[config.mk]
export PLATFORM = sky130hd
export DESIGN_NAME = restoring_divider
export DESIGN_NICKNAME = d
export VERILOG_FILES = /design/src/rtl/restoring_divider.sv
export SDC_FILE = /design/constraint.sdc
export NUM_CORES = 1
export LEC_CHECK = 0
export CAP_MARGIN = 5
export CELL_PAD_IN_SITES_DETAIL_PLACEMENT = 0
export CELL_PAD_IN_SITES_GLOBAL_PLACEMENT = 2
export CORE_UTILIZATION = 32
export CTS_CLUSTER_SIZE = 28
export DETAILED_ROUTE_END_ITERATION = 8
export PLACE_DENSITY_LB_ADDON = 0.1
export SYNTH_ARGS = -nofsm -noshare
export SYNTH_HDL_FRONTEND = slang
export SYNTH_SLANG_ARGS = --single-unit
[constraint.sdc]
create_clock -name Clk -period 2.6 [get_ports Clk]
set_input_delay 0.26 -clock Clk [delete_from_list [all_inputs] [get_ports Clk]]
set_output_delay 0.26 -clock Clk [all_outputs]
set_load 0.02 [all_outputs]
[src/rtl/restoring_divider.sv]
// Sequential unsigned restoring divider: A:B / S -> quotient in B, remainder in A.
// One shift cycle and one trial-subtract cycle per quotient bit.
module restoring_divider #(
  parameter int WIDTH = 8
) (
  input  logic             Clk,
  input  logic             Reset,
  input  logic [WIDTH-1:0] S,
  input  logic             Run,
  input  logic             LoadA,
  input  logic             LoadB,
  output logic [WIDTH-1:0] Aval,
  output logic [WIDTH-1:0] Bval,
  output logic             X,
  output logic             Busy
);

  localparam int CW = $clog2(WIDTH) + 1;

  localparam logic [1:0] IDLE  = 2'd0;
  localparam logic [1:0] SHIFT = 2'd1;
  localparam logic [1:0] SUB   = 2'd2;
  localparam logic [1:0] DONE  = 2'd3;

  logic [1:0]       state_q, state_d;
  logic [WIDTH-1:0] a_q, a_d;
  logic [WIDTH-1:0] b_q, b_d;
  logic [WIDTH-1:0] d_q, d_d;
  logic             c_q, c_d;
  logic [CW-1:0]    cnt_q, cnt_d;
  logic             x_q, x_d;

  logic [WIDTH-1:0] diff;
  logic             no_borrow;
  logic             last;

  // Low bits of {C,A}-{0,D} equal A-D; the borrow comes from the wide compare.
  assign diff      = a_q - d_q;
  assign no_borrow = {c_q, a_q} >= {1'b0, d_q};
  assign last      = cnt_q == CW'(WIDTH - 1);

  // Next-state and datapath decode for the four-state sequencer.
  always_comb begin
    state_d = state_q;
    a_d     = a_q;
    b_d     = b_q;
    d_d     = d_q;
    c_d     = c_q;
    cnt_d   = cnt_q;
    x_d     = x_q;
    unique case (state_q)
      IDLE: begin
        if (LoadA || LoadB) begin
          if (LoadA) a_d = S;
          if (LoadB) b_d = S;
        end else if (Run) begin
          if ((S == '0) || (a_q >= S)) begin
            x_d     = 1'b1;
            state_d = DONE;
          end else begin
            x_d     = 1'b0;
            d_d     = S;
            cnt_d   = '0;
            state_d = SHIFT;
          end
        end
      end
      SHIFT: begin
        {c_d, a_d, b_d} = {a_q, b_q, 1'b0};
        state_d = SUB;
      end
      SUB: begin
        if (no_borrow) begin
          a_d    = diff;
          b_d[0] = 1'b1;
        end
        c_d     = 1'b0;
        cnt_d   = cnt_q + CW'(1);
        state_d = last ? DONE : SHIFT;
      end
      DONE: begin
        if (!Run) state_d = IDLE;
      end
      default: state_d = IDLE;
    endcase
  end

  // State register with synchronous active-high reset.
  always_ff @(posedge Clk) begin
    if (Reset) begin
      state_q <= IDLE;
      a_q     <= '0;
      b_q     <= '0;
      d_q     <= '0;
      c_q     <= 1'b0;
      cnt_q   <= '0;
      x_q     <= 1'b0;
    end else begin
      state_q <= state_d;
      a_q     <= a_d;
      b_q     <= b_d;
      d_q     <= d_d;
      c_q     <= c_d;
      cnt_q   <= cnt_d;
      x_q     <= x_d;
    end
  end

  assign Aval = a_q;
  assign Bval = b_q;
  assign X    = x_q;
  assign Busy = (state_q == SHIFT) || (state_q == SUB);

endmodule

==> impl_results.md <==
- Share of cells above drive strength 1: between 10% and 20%
- DRC viols: 0
- Final setup fails: 0
- Full die area: ~0.007 sq mm
- Leak: 1.17 nW
- GRT Util Overall: approximately a fifth
- Slew Limit Fails: 0
- Vias: slightly above 2000
- Relative slew slack: between 50% and 60%
- Hold buffers post-CTS: 0
- Distinct cells, synth: slightly above 50
- TritonCTS clock tree: done
- Final GP Congestion: between 0.7 and 0.8
- Post-DRT Antenna Nets: 0
- Pwr Density: about 1200 mW/mm^2
- Port Buffers: 30
- Number of H-tree levels: 2
- Final hold slack: roughly 500 ps
- Synthesized area: 0.00220 sq mm
- Core area: 0.00649 sq mm
- WL per Instance: around 16 um
- Final Cycle Share: around nine tenths
- Critical path endpoint category: flip-flop
- Seq/Total Area, Yosys: around 29%
- Worst Skew: between 6 and 7 ps
- Post-CTS setup buffer count: 0
- Final WL: about 6400 um
- CP max FO: 4
- Deepest clock path buffer count: 2
- Register bit total from synthesis: 32
- HP Class: flip-flop to flip-flop
- Kind of critical path: input port to flip-flop
- Root Buffer: clkbuf_8
- Multi-input gate area: about 0.0014 sq mm
- Worst skew pair latency: a little under 300 ps
- Post-synth EDFFs: 0
- Final Hold Viols: 0
- Data arrival, critical path: around 2600 ps
- Fmax: roughly 430 MHz
- Synth async-reset ratio: 0%
- Primary FF master, synth: dfxtp_1
- GRT met1 Usage: between 20 and 30%
- Final min period: roughly 2300 ps
- Post-route total power: around 0.0034 W
- Number of global-route vias before repair: a little under 2000
- Placed Instances: just under 400
- Top Usage Layer GRT: met2
- Area Growth Syn to Fin: 28.3%
- Nets: 353
- Outcome: complete, no violations
- # diodes: 0
- Post-DR vias/cell: between 5 and 6
- Post-layout util: 43.4%
- Total CTS buffers: 5
- Non-filler cells, final: between 300 and 400
- Syn nets: 307
- Grt met3 use: 3.11%
- Die height: between 80 and 90 um
- Global-route met2 utilization: roughly a third
- Fillcell total: between 600 and 700
- Max incr delay on CP: roughly 480 ps
- Initial drt markers: between 60 and 70
- CTS clk-pin slew, worst paths: about 70 ps
- Crit path cell chain: clkdlybuf4s50_1 -> inv_1 -> ha_1 -> a211oi_1 -> nor2_1 -> a2111oi_2 -> nand4_2 -> or4_1 -> a31oi_1
- IO Pins: 31
- Die width: roughly 85 um
- Initial antenna violation count: 0
- Initial Util: 33.8%
- Post-CTS Resized: 0
- Worst-margin pin slew: roughly 620 ps
- RSZ-0062 raised after global routing: no
- Yosys warns: 0
- Dpl hpwl: about 4900 um
- CP max-delay cell: clkdlybuf4s50_1
- Max VDD drop: between 0.0004 and 0.0005 V
- First-pass GRT wire length: ~11000 um
- Synth Area per Inst: 8.08 sq um
- Max Cap Violations: 0
- TritonCTS Sinks: 32
- Mapped Cells: roughly 270
- Initial DRT Pass Iterations: 4
- Register area: 641 sq um
- CP Launch Type: input port
- Pin count of the biggest net entering global routing: 21
- Grt ovf: 0
- Std-Cell Rows: 29
- WP data required: 2810 ps
==> cells by family (layout without fill, tap and decap cells) <==
family,Yosys count,after routing,synth area share [%]
xor+xnor,2,2,0.797
flops,32,32,29.1
mux,21,21,9.73
compound gates,62,62,20.0
buf+inv,38,85,6.72
simple gates,95,95,20.7
fa+ha+maj,22,22,12.9
==> sequential cells by signal (all words and copies together) (netlist names) <==
register / cells
Aval: 8
Bval: 8
d_q: 8
cnt_q: 4
state_q: 2
X: 1
c_q: 1
==> power breakdown <==
part | leakage, nW | internal (W) | switching, W | total, W
Clock | 0.0541 | 0.000284 | 0.000206 | 0.000490
Combinational | 0.852 | 0.000939 | 0.00117 | 0.00211
Sequential | 0.262 | 0.000630 | 0.000144 | 0.000774
==> cell usage after synthesis (all sizes together) (2+ instances only) <==
| master | number | area [sq um] |
|---|---|---|
| nand3 | 7 | 35.0 |
| buf | 6 | 27.5 |
| nor2b | 2 | 12.5 |
| clkbuf | 8 | 30.0 |
| o21ai | 8 | 40.0 |
| a211o | 4 | 35.0 |
| a311o | 2 | 20.0 |
| nand2b | 3 | 18.8 |
| ha | 21 | 263 |
| nor3b | 2 | 15.0 |
| or3 | 2 | 12.5 |
| nor3 | 4 | 20.0 |
| a22oi | 3 | 22.5 |
| dfxtp | 32 | 641 |
| inv | 24 | 90.1 |
| nand4 | 3 | 25.0 |
| and2 | 2 | 12.5 |
| mux2i | 18 | 180 |
| a31oi | 5 | 31.3 |
| nor2 | 38 | 143 |
| or4 | 3 | 22.5 |
| mux2 | 3 | 33.8 |
| nand2 | 21 | 78.8 |
| o21bai | 2 | 15.0 |
| o32ai | 2 | 17.5 |
| a211oi | 13 | 103 |
| nor4 | 3 | 18.8 |
| a21oi | 14 | 70.1 |
==> layout make-up <==
| class | count | share of cell area, % |
|---|---|---|
| clock inverters | 3 | 1.51 |
| flip-flops and latches | 32 | 22.7 |
| well taps | 77 | 3.41 |
| multi-input cells | 202 | 50.0 |
| clock buffers | 5 | 2.44 |
| repair buffers | 53 | 16.8 |
| inverters | 24 | 3.19 |
==> metrics by stage <==
step	instance area [sq um]	setup slack (ps)	setup TNS, ps
finish	2820	266	0
global placement	2710	19.9	0
detailed placement	2710	-15.3	-15.3
CTS	2820	273	0
floorplan	2200	365	0
global route	2820	101	0
==> final timing paths <==
kind                         from               endpoint  slack [ps]  cells past startpoint
min           d_q[2]$_SDFFE_PP0P_    d_q[2]$_SDFFE_PP0P_         500                      2
min reg2reg   d_q[2]$_SDFFE_PP0P_    d_q[2]$_SDFFE_PP0P_         500                      2
max                          S[5]  cnt_q[3]$_SDFFE_PP0P_         270                      9
max reg2reg  Aval[5]$_SDFFE_PP0P_  cnt_q[3]$_SDFFE_PP0P_         290                      7
==> cells in the final DEF (no fill, tap or decap), drive strengths merged, types with 3 or more instances in the layout <==
master,netlist,final
nor4,3,3
nand3,7,7
buf,6,23
or4,3,3
nand2b,3,3
nand2,21,21
mux2,3,3
nand4,3,3
inv,24,24
dfxtp,32,32
a31oi,5,5
o21ai,8,8
nor2,38,38
clkbuf,8,5
nor3,4,4
ha,21,21
a22oi,3,3
clkdlybuf4s50,0,30
a211oi,13,13
a21oi,14,14
mux2i,18,18
a211o,4,4
==> metal layers <==
metal,part of all wire [%],vias to the layer above
met4,0.20,0
met2,48,36
met3,2.9,2
li1,-,1071
met1,49,966
met5,0,-
==> worst max-delay path, delay by kind of cell <==
kind	cells	cell delay [ps]
AOI/OAI and AO/OA	3	710
adders and majority gates	1	300
buffers and inverters	2	530
and+or+nand+nor	3	750
Note: power is estimated with default switching activity, not from simulation.
